[config.mk]
export PLATFORM = sky130hd
export DESIGN_NAME = sysctrl_ext
export DESIGN_NICKNAME = d
export VERILOG_FILES = /design/src/rtl/sysctrl_ext.sv
export SDC_FILE = /design/constraint.sdc
export NUM_CORES = 1
export LEC_CHECK = 0
export ABC_AREA = 1
export BUFFER_PORTS_ARGS = -buffer_cell sky130_fd_sc_hd__buf_4
export CAP_MARGIN = 20
export CORE_UTILIZATION = 30
export DETAILED_ROUTE_END_ITERATION = 7
export PLACE_DENSITY = 0.59
export SYNTH_ARGS = -nofsm -noshare
export SYNTH_HDL_FRONTEND = slang
export SYNTH_SLANG_ARGS = --single-unit
[constraint.sdc]
create_clock -name clk -period 1.25 [get_ports clk]
set_input_delay 0.25 -clock clk [delete_from_list [all_inputs] [get_ports clk]]
set_output_delay 0.25 -clock clk [all_outputs]
set_load 0.01 [all_outputs]
[src/rtl/sysctrl_ext.sv]
// sysctrl_ext: memory-mapped system control block.
// Holds clock/trap/IRQ routing selects, and monitors power-good inputs
// through 2-flop synchronizers. A falling synchronized power-good level
// latches a sticky event bit (write-1-to-clear); enabled events raise pwr_irq.
// Bus accesses complete with a single-cycle ready pulse and registered rdata.
module sysctrl_ext #(
    parameter logic [31:0] BASE_ADR = 32'h2300_0000,
    parameter int          NUM_PWR  = 4,
    parameter int          NUM_CLK  = 2,
    parameter int          NUM_IRQ  = 2
) (
    input  logic               clk,
    input  logic               resetn,
    input  logic [31:0]        iomem_addr,
    input  logic               iomem_valid,
    input  logic [3:0]         iomem_wstrb,
    input  logic [31:0]        iomem_wdata,
    output logic [31:0]        iomem_rdata,
    output logic               iomem_ready,
    input  logic [NUM_PWR-1:0] pwrgood_in,
    output logic [NUM_CLK-1:0] clk_output_dest,
    output logic               trap_output_dest,
    output logic [NUM_IRQ-1:0] irq_inputsrc,
    output logic               pwr_irq
);

    localparam logic [7:0] OFS_PWR_STATUS = 8'h00;
    localparam logic [7:0] OFS_CLK_OUT    = 8'h04;
    localparam logic [7:0] OFS_TRAP_OUT   = 8'h08;
    localparam logic [7:0] OFS_IRQ_SRC    = 8'h0C;
    localparam logic [7:0] OFS_PWR_EVENT  = 8'h10;
    localparam logic [7:0] OFS_PWR_IRQ_EN = 8'h14;

    logic [NUM_PWR-1:0] pwr_s1_q, pwr_s2_q;
    logic [NUM_PWR-1:0] pwr_event_q, pwr_event_d;
    logic [NUM_PWR-1:0] pwr_irq_en_q, pwr_irq_en_d;
    logic [NUM_CLK-1:0] clk_dest_q, clk_dest_d;
    logic               trap_dest_q, trap_dest_d;
    logic [NUM_IRQ-1:0] irq_src_q, irq_src_d;
    logic               pwr_irq_q, pwr_irq_d;
    logic               ready_q, ready_d;
    logic [31:0]        rdata_q, rdata_d;

    logic               hit;
    logic               wr;
    logic [7:0]         ofs;
    logic [31:0]        bmask;
    logic [31:0]        wdat_m;
    logic [31:0]        rd_word;
    logic [NUM_PWR-1:0] pwr_fall;
    logic [NUM_PWR-1:0] pwr_clr;
    logic               unused_wdat;

    assign ofs    = iomem_addr[7:0];
    assign hit    = iomem_valid && !ready_q && (iomem_addr[31:8] == BASE_ADR[31:8]);
    assign wr     = hit && (iomem_wstrb != 4'b0000);
    assign bmask  = {{8{iomem_wstrb[3]}}, {8{iomem_wstrb[2]}},
                     {8{iomem_wstrb[1]}}, {8{iomem_wstrb[0]}}};
    assign wdat_m = iomem_wdata & bmask;
    assign unused_wdat = ^wdat_m;

    // Read mux: fields are zero-extended, unmapped offsets read as zero.
    always_comb begin
        rd_word = '0;
        case (ofs)
            OFS_PWR_STATUS: rd_word[NUM_PWR-1:0] = pwr_s2_q;
            OFS_CLK_OUT:    rd_word[NUM_CLK-1:0] = clk_dest_q;
            OFS_TRAP_OUT:   rd_word[0]           = trap_dest_q;
            OFS_IRQ_SRC:    rd_word[NUM_IRQ-1:0] = irq_src_q;
            OFS_PWR_EVENT:  rd_word[NUM_PWR-1:0] = pwr_event_q;
            OFS_PWR_IRQ_EN: rd_word[NUM_PWR-1:0] = pwr_irq_en_q;
            default:        rd_word = '0;
        endcase
    end

    // Next-state for registers, event tracking and bus handshake.
    always_comb begin
        clk_dest_d   = clk_dest_q;
        trap_dest_d  = trap_dest_q;
        irq_src_d    = irq_src_q;
        pwr_irq_en_d = pwr_irq_en_q;
        pwr_clr      = '0;

        if (wr) begin
            case (ofs)
                OFS_CLK_OUT:
                    clk_dest_d = (clk_dest_q & ~bmask[NUM_CLK-1:0]) | wdat_m[NUM_CLK-1:0];
                OFS_TRAP_OUT:
                    trap_dest_d = bmask[0] ? iomem_wdata[0] : trap_dest_q;
                OFS_IRQ_SRC:
                    irq_src_d = (irq_src_q & ~bmask[NUM_IRQ-1:0]) | wdat_m[NUM_IRQ-1:0];
                OFS_PWR_EVENT:
                    pwr_clr = wdat_m[NUM_PWR-1:0];
                OFS_PWR_IRQ_EN:
                    pwr_irq_en_d = (pwr_irq_en_q & ~bmask[NUM_PWR-1:0]) | wdat_m[NUM_PWR-1:0];
                default: ;
            endcase
        end

        // s1 holds the value s2 takes on this edge, so s2 & ~s1 marks a 1->0 step.
        // Applying the set after the clear makes a coincident fall win.
        pwr_fall    = pwr_s2_q & ~pwr_s1_q;
        pwr_event_d = (pwr_event_q & ~pwr_clr) | pwr_fall;

        pwr_irq_d = |(pwr_event_q & pwr_irq_en_q);
        ready_d   = hit;
        rdata_d   = hit ? rd_word : rdata_q;
    end

    // State registers, including the power-good synchronizer.
    always_ff @(posedge clk or negedge resetn) begin
        if (!resetn) begin
            pwr_s1_q     <= '0;
            pwr_s2_q     <= '0;
            pwr_event_q  <= '0;
            pwr_irq_en_q <= '0;
            clk_dest_q   <= '0;
            trap_dest_q  <= 1'b0;
            irq_src_q    <= '0;
            pwr_irq_q    <= 1'b0;
            ready_q      <= 1'b0;
            rdata_q      <= '0;
        end else begin
            pwr_s1_q     <= pwrgood_in;
            pwr_s2_q     <= pwr_s1_q;
            pwr_event_q  <= pwr_event_d;
            pwr_irq_en_q <= pwr_irq_en_d;
            clk_dest_q   <= clk_dest_d;
            trap_dest_q  <= trap_dest_d;
            irq_src_q    <= irq_src_d;
            pwr_irq_q    <= pwr_irq_d;
            ready_q      <= ready_d;
            rdata_q      <= rdata_d;
        end
    end

    assign iomem_rdata      = rdata_q;
    assign iomem_ready      = ready_q;
    assign clk_output_dest  = clk_dest_q;
    assign trap_output_dest = trap_dest_q;
    assign irq_inputsrc     = irq_src_q;
    assign pwr_irq          = pwr_irq_q;

endmodule

==> flow_summary.ini, run 1 <==
[pwr]
p_leak_nw = 1.32
power_mw = 1.69
peakVddDrop_mv = 0.861
power_density_nw_per_um2 = 695

[drt]
wl_per_cell_um = 10.0
routed_wl_um = 4090
dr.pass1.iters = 4
avgViaCountPerCell = 4.25
drt_iter0_markers = 55
drtAntennaViolNets = 0
route.detailed.drc = 0
vias = 1736

[sta]
report.final.slew_viol_count = 0
fin_ws_ps = 6.29
setup_viol = 0
fin_crit_sh_pct = 99.5
tns_ps = 0
period_needed_ps = 1240
fin_skew_ps = 2.35
hold_viol = 0
fmax_ghz = 0.804
rsz0062_at_grt = yes

[worst_setup_path]
crit_path_max_incr_delay_ps = 400
crit_fanout = 8
startpoint_type = flip-flop
crit_slowest_cell = dfrtp_1
path_cells = inv_2, nand2_4, nor2_4, nand2_2, nor2_4, buf_4, buf_16, nand4_1, nand2_1
path_class = reg2reg
critical_path_arrival_ps = 1460
end_kind = flip-flop
required_ps = 1470
critPathMostFrequentCell = nor2_4

[global_route]
grt_pass1_vias = 1560
globalRouteOverflowTotal = 0
grt_use_total_pct = 13.2
antenna_found_initial = 0
gr-usage-met2_pct = 24.7
top_usage_layer = met2
grt_util_met3_pct = 1.82
grt_pass1_wl_um = 6650
grt_max_degree = 28
use_met1_pct = 15.9

[job]
maxCapViolCount = 0

[yosys]
synth_seq_cells = 27
yosys_warnings = 0
syn_inst = 264
synth_cell_type_count = 20
syn-cell-area_um2 = 1830
synth_seq_area_share_pct = 36.9
syn_avg_cell_area_um2 = 6.94

[final_layout]
area.growth.synth_to_final_pct = 32.5
final_util_pct = 41.0
n_antenna_cell = 0
seq_area_um2 = 676
fin_nets = 409
drive_gt1_share_pct = 30.3
fillers = 629
multi_input_comb_area_um2 = 921

[clock_network]
clkSinkCount = 27
cts_tree = built
cts_root_buf = clkbuf_8
numCtsBuffers = 3
clock_tree.htree_level_count = 1
clkLatencyLatePin_ps = 270
cts_buffer_depth = 2
path_clk_slew_ps = 90

[worst_hold_path]
hold_class = in2reg

[die]
rows = 28
dieHeight_um = 80.2
die_x_um = 80.2
io_pins = 114
initial_utilization_pct = 31.0
dieArea_um2 = 6430
core_um2 = 5920

[placed_design]
port_buffers = 54
hpwl_um = 3180
gp_congestion = 0.781
place_ws_ps = -107

[run_status]
status = finished, final reports clean
-- report_power, final --
group	switching (mW)	internal, mW	leakage [nW]	total [mW]
registers	0.00715	0.886	0.333	0.893
logic	0.166	0.130	0.964	0.297
clock network	0.275	0.223	0.0255	0.498
-- through the flow --
| step | instance area (um^2) | hold slack, ps | instances |
|---|---|---|---|
| floorplan | 1940 | -45.6 | 291 |
| global placement | 2300 | 183 | 401 |
| detailed placement | 2300 | 187 | 401 |
| CTS | 2390 | 69.2 | 408 |
| global route | 2430 | 61.2 | 408 |
| finish | 2430 | 75.7 | 408 |
-- worst paths after layout --
kind                                       start                     to  cells after the start  slack [ps]
max in group asynchronous                 resetn              async pin                      2         570
min reg2reg                pwr_s1_q[1]$_DFF_PN0_  pwr_s2_q[1]$_DFF_PN0_                      0         380
max                        iomem_ready$_DFF_PN0_              flip-flop                      9           6
max reg2reg                iomem_ready$_DFF_PN0_              flip-flop                      9           6
min in group asynchronous                 resetn  pwr_s1_q[2]$_DFF_PN0_                      2         420
min                                pwrgood_in[3]  pwr_s1_q[3]$_DFF_PN0_                      1          80
-- synthesized netlist by cell type --
library cell	number	area, um^2
and2_1	1	6.26
buf_4	29	218
buf_6	1	11.3
clkbuf_4	1	7.51
conb_1	1	3.75
dfrtp_1	27	676
inv_1	32	120
inv_2	5	18.8
nand2_1	79	297
nand2_2	4	25.0
nand2_4	1	11.3
nand3_1	24	120
nand3_2	4	40.0
nand4_1	11	68.8
nor2_1	33	124
nor2_2	6	37.5
nor2_4	2	22.5
nor3_1	1	5.00
nor3_4	1	16.3
o21ai_1	1	5.00
-- layer usage --
| metal | wire [um] | up-vias |
|---|---|---|
| li1 | - | 891 |
| met1 | 1810 | 770 |
| met2 | 1970 | 71 |
| met3 | 268 | 4 |
| met4 | 36 | 0 |
| met5 | 0 | - |
-- worst max-delay path: cells and delay by family (launching register included) --
| kind | cells | cell delay, ps |
|---|---|---|
| buffers and inverters | 3 | 330 |
| flip-flops | 1 | 400 |
| AND/OR/NAND/NOR | 6 | 450 |
-- kinds of logic (layout without fill, tap and decap cells) --
logic type / after synthesis / after routing / share of synthesized area [%]
buffers and inverters: 68 / 110 / 20.5
and+or+nand+nor: 167 / 167 / 42.2
AOI/OAI and AO/OA: 1 / 1 / 0.273
other: 1 / 28 / 0.205
DFF: 27 / 27 / 36.9
-- area by class of cell --
cell class,instances,area share [%]
sequential,27,27.8
multi-input combinational,196,37.9
clock inverter,1,0.206
clock buffer,3,1.70
timing repair buffer,69,22.8
tap,75,3.86
inverter,37,5.72
-- placed cells by master, fill, tap and decap left out --
| master | instances |
|---|---|
| nand3_1 | 23 |
| clkbuf_8 | 3 |
| inv_2 | 6 |
| o21ai_1 | 1 |
| nand3_4 | 1 |
| clkinv_2 | 1 |
| nand3_2 | 4 |
| nand4_1 | 11 |
| nor2_1 | 31 |
| buf_12 | 1 |
| inv_1 | 31 |
| buf_4 | 66 |
| nand2_2 | 6 |
| buf_16 | 1 |
| nand2_4 | 1 |
| nor2_4 | 5 |
| nand2_1 | 77 |
| nor2_2 | 5 |
| and2_1 | 1 |
| nor3_1 | 1 |
| nor3_4 | 1 |
| conb_1 | 28 |
| dlygate4sd3_1 | 1 |
| dfrtp_1 | 27 |
-- repair_timing --
item / in CTS / in global routing
endpoints found under the hold margin: 27 / 0
endpoints found under the setup margin: 9 / 15
setup buffers: 1 / 0
pin swaps: 1 / 4
resized for setup: 1 / 8
hold buffers: 1 / 0
gates cloned: 1 / 0
Power figures use the tool's default switching activity.
==> run 2: changes to the inputs <==
--- a/config.mk
+++ b/config.mk
@@ -9,6 +9,7 @@
 export BUFFER_PORTS_ARGS = -buffer_cell sky130_fd_sc_hd__buf_4
 export CAP_MARGIN = 20
 export CORE_UTILIZATION = 30
+export CTS_BUF_LIST = sky130_fd_sc_hd__clkbuf_4
 export DETAILED_ROUTE_END_ITERATION = 7
 export PLACE_DENSITY = 0.59
 export SYNTH_ARGS = -nofsm -noshare
==> run 2 against run 1 <==
Core utilization barely moved; die area did not move; register-to-register slack is essentially flat; first-iteration DRC count increased by 27%.
==> flow_summary.ini, run 2 (synthesis results as in run 1) <==
[drt]
drtAntennaViolNets = 0
vias = 1739
wl_per_cell_um = 10.1
drt_iter0_markers = 70
route.detailed.drc = 0
dr.pass1.iters = 4
avgViaCountPerCell = 4.22
routed_wl_um = 4150

[global_route]
grt_pass1_vias = 1590
grt_max_degree = 28
antenna_found_initial = 0
grt_use_total_pct = 13.6
globalRouteOverflowTotal = 0
grt_pass1_wl_um = 6840

[placed_design]
place_ws_ps = -107
hpwl_um = 3180
port_buffers = 54
dp.cells = 401
gp_congestion = 0.781

[die]
initial_utilization_pct = 31.0
dieArea_um2 = 6430
die_x_um = 80.2
core_um2 = 5920
rows = 28
io_pins = 114
dieHeight_um = 80.2

[worst_setup_path]
required_ps = 1480
ff2ff_setup_slack_ps = 20
end_kind = flip-flop
reg2reg_depth = 9
crit_fanout = 9
r2r_start = iomem_ready$_DFF_PN0_
path_class = reg2reg
startpoint_type = flip-flop
critical_path_arrival_ps = 1470
startpoint = iomem_ready$_DFF_PN0_

[job]
maxCapViolCount = 0

[pwr]
power_mw = 1.59
peakVddDrop_mv = 0.723
p_leak_nw = 1.32
power_density_nw_per_um2 = 653

[final_layout]
n_antenna_cell = 0
fin_nets = 413
final_util_pct = 41.0
mostFrequentLayoutCell = nand2_1
area.growth.synth_to_final_pct = 32.4
final_cell_count_no_fill = 412
final_cell_mix = nand2_1 (78), buf_4 (67), inv_1 (31), nor2_1 (31), conb_1 (28)
drive_gt1_share_pct = 29.7

[clock_network]
cts_root_buf = clkbuf_4
clock_tree.htree_level_count = 1
path_clk_slew_ps = 160
clkLatencyLatePin_ps = 330
numCtsBuffers = 3
clkSinkCount = 27
cts_buffer_depth = 2
cts_tree = built

[worst_hold_path]
hold_class = in2reg
min_path_cells = 3

[sta]
fin_ws_ps = 15.7
hold_viol = 0
finalHoldWorstSlack_ps = 172
period_needed_ps = 1230
fin_skew_ps = 11.5
rsz0062_at_grt = yes
report.final.slew_viol_count = 0
fin_crit_sh_pct = 98.7
fmax_ghz = 0.810
setup_viol = 0

[run_status]
status = finished, final reports clean
[run 2: worst min path at each step]
stage	start	end	slack [ps]
final	iomem_wdata[2]	flip-flop	170
after global routing	iomem_wdata[2]	flip-flop	160
after CTS	pwrgood_in[2]	pwr_s1_q[2]$_DFF_PN0_	4
after detailed placement	resetn	pwr_s1_q[2]$_DFF_PN0_	190
after global placement	resetn	pwr_s1_q[3]$_DFF_PN0_	180
after floorplan	resetn	async pin	-50
[run 2: critical path, stage by stage, from the launching register on]
cell and delay [ps]:
dfrtp_1 420, inv_2 70, nand2_4 50, nor2_4 70, nand2_2 70, nor2_4 110, buf_12 140, nand3_1 80
nand2_1 70, nand2_1 50
[run 2: timing repair]
| item | CTS | global route |
|---|---|---|
| gates cloned | 1 | 0 |
| hold buffers | 1 | 4 |
| endpoints found under the hold margin | 27 | 4 |
| pin swaps | 1 | 4 |
| setup buffers | 2 | 1 |
| endpoints found under the setup margin | 10 | 18 |
| gates resized for setup | 4 | 5 |
[run 2: area by class of cell]
cell class | instances | area [um^2]
Clock inverter | 1 | 5.00
Multi-Input combinational cell | 196 | 918
Tap cell | 75 | 93.8
Clock buffer | 3 | 22.5
Fill cell | 636 | 3490
Sequential cell | 27 | 676
Inverter | 37 | 139
Timing Repair Buffer | 73 | 573
[run 2: per-stage QoR]
stage                     TNS, ps  cell area [um^2]
after floorplan                 0              1940
after global placement      -1400              2300
after detailed placement    -1410              2300
after CTS                   -12.5              2400
after global routing         -769              2430
final                           0              2430
[run 2: metal layers]
layer / routed length [um] / up-vias / track usage [%] / share of wire (%)
met5: 0 / - / 0 / 0
met4: 22 / 0 / 3.39 / 0.53
met3: 242 / 2 / 1.82 / 5.8
met2: 1990 / 65 / 25.2 / 48
met1: 1900 / 774 / 16.3 / 46
li1: - / 898 / - / -
[run 2: power by group]
group	internal [mW]	total, mW	switching (mW)
Sequential	0.887	0.894	0.00769
Clock	0.120	0.385	0.265
Combinational	0.138	0.306	0.168
==> run 3: changes to the inputs <==
--- a/config.mk
+++ b/config.mk
@@ -8,10 +8,11 @@
 export ABC_AREA = 1
 export BUFFER_PORTS_ARGS = -buffer_cell sky130_fd_sc_hd__buf_4
 export CAP_MARGIN = 20
-export CORE_UTILIZATION = 30
+export CORE_MARGIN = 2
+export CORE_UTILIZATION = 40
 export CTS_BUF_LIST = sky130_fd_sc_hd__clkbuf_4
 export DETAILED_ROUTE_END_ITERATION = 7
-export PLACE_DENSITY = 0.59
+export PLACE_DENSITY = 0.76
 export SYNTH_ARGS = -nofsm -noshare
 export SYNTH_HDL_FRONTEND = slang
 export SYNTH_SLANG_ARGS = --single-unit
==> constraint.sdc (replaced) <==
create_clock -name clk -period 1.25 [get_ports clk]
set_input_delay 0.125 -clock clk [delete_from_list [all_inputs] [get_ports clk]]
set_output_delay 0.125 -clock clk [all_outputs]
set_load 0.01 [all_outputs]
==> run 3 against run 2 <==
The run now ends with setup timing left; fmax decreased by 1.4%; first-iteration DRC count down 37%; global-route usage up 2.1 points; critical path depth stayed put; die area shrank 20%; sequential power is essentially flat; design area shrank 3.7%; worst hold slack got worse by 130 ps; clock skew fell by 3.3 ps; total power fell by 0.37%; sequential share of layout area rose by 1.1 points; flip-flop and latch count stayed put; critical path type unchanged; largest cell class unchanged; largest power group unchanged.
==> flow_summary.ini, run 3 (synthesis results as in run 1) <==
[sta]
finalHoldWorstSlack_ps = 44.5
hold_viol = 0
tns_ps = -1.63
report.final.slew_viol_count = 0
fin_ws_ps = -1.63
fin_crit_sh_pct = 100
period_needed_ps = 1250
rsz0062_at_grt = yes
fin_skew_ps = 8.15
fmax_ghz = 0.799
setup_viol = 1

[pwr]
peakVddDrop_mv = 0.619
power_mw = 1.58
power_density_nw_per_um2 = 676
p_leak_nw = 1.28

[drt]
vias = 1723
drt_iter0_markers = 44
avgViaCountPerCell = 4.51
drtAntennaViolNets = 0
routed_wl_um = 3740
wl_per_cell_um = 9.80
dr.pass1.iters = 4
route.detailed.drc = 0

[worst_setup_path]
required_ps = 1490
crit_path_max_incr_delay_ps = 420
path_class = reg2reg
r2r_start = iomem_ready$_DFF_PN0_
startpoint = iomem_ready$_DFF_PN0_
path_buf_inv = 2
crit_slowest_cell = dfrtp_1
end_kind = flip-flop
path_cells = inv_2, nand2_4, nor2_4, nand2_2, nor2_4, buf_12, nand3_4, nand2_1, nand2_1
critical_path_arrival_ps = 1490
crit_family = simple AND/OR/NAND/NOR gates
crit_fanout = 17
startpoint_type = flip-flop

[global_route]
antenna_found_initial = 0
top_usage_layer = met2
globalRouteOverflowTotal = 0
use_met1_pct = 19.5
grt_max_degree = 28
gr-usage-met2_pct = 27.6
grt_util_met3_pct = 2.25
grt_use_total_pct = 15.6
grt_pass1_wl_um = 6530
grt_pass1_vias = 1594

[clock_network]
cts_buffer_depth = 2
cts_tree = built
numCtsBuffers = 3
cts_setup_buffers = 0
path_clk_slew_ps = 150
clkLatencyLatePin_ps = 340
cts_root_buf = clkbuf_4
clkSinkCount = 27
clock_tree.htree_level_count = 1

[placed_design]
dpl_cell_area_um2 = 2240
hpwl_um = 3030
dp.cells = 373
gp_congestion = 0.852
port_buffers = 54
place_ws_ps = 0.281

[die]
initial_utilization_pct = 41.8
dieHeight_um = 71.7
io_pins = 114
core_um2 = 4380
rows = 24
die_x_um = 71.7
dieArea_um2 = 5140

[final_layout]
mostFrequentLayoutCell = nand2_1
n_antenna_cell = 0
final_cell_count_no_fill = 382
fin_nets = 406
fin_area_um2 = 2340
final_cell_mix = nand2_1 (79), buf_4 (60), nor2_1 (32), inv_1 (31), conb_1 (28)
final_util_pct = 53.3
area.growth.synth_to_final_pct = 27.6
drive_gt1_share_pct = 27.9

[worst_hold_path]
hold_class = in2reg
hp-start = iomem_wdata[2]

[run_status]
status = finished with violations
violations = setup timing

[job]
maxCapViolCount = 0
[run 3: power breakdown]
part	switching, mW	total (mW)	internal [mW]
logic	0.161	0.291	0.130
registers	0.00779	0.895	0.887
clock network	0.272	0.394	0.123
[run 3: repair_timing]
action | in CTS | in global routing
cloned | 0 | 0
hold endpoints to repair | 31 | 0
hold buffers | 5 | 0
gates resized for setup | 3 | 1
endpoints found under the setup margin | 8 | 13
[run 3: worst paths after layout]
kind                                    endpoint  slack (ps)  cells past startpoint
min reg2reg                pwr_s2_q[1]$_DFF_PN0_         380                      0
max reg2reg                            flip-flop          -2                      9
max                                    flip-flop          -2                      9
max in group asynchronous              async pin         800                      2
min in group asynchronous  iomem_ready$_DFF_PN0_         200                      2
min                                    flip-flop          40                      3
[run 3: worst reg2reg max path: cells and delay by family (launching register included)]
family	cells	cell delay, ps
flops	1	420
buf+inv	2	220
simple gates	7	510
[run 3: layout make-up]
class,instances,area [um^2]
Timing Repair Buffer,66,520
Sequential cell,27,676
Fill cell,417,2050
Multi-Input combinational cell,196,908
Inverter,37,139
Tap cell,52,65.1
Clock buffer,3,22.5
Clock inverter,1,7.51
[run 3: metal layers]
metal  vias up  share of wire [%]
li1        885                  -
met5         -                  0
met4         0                1.7
met2        77                 47
met1       754                 43
met3         7                8.3
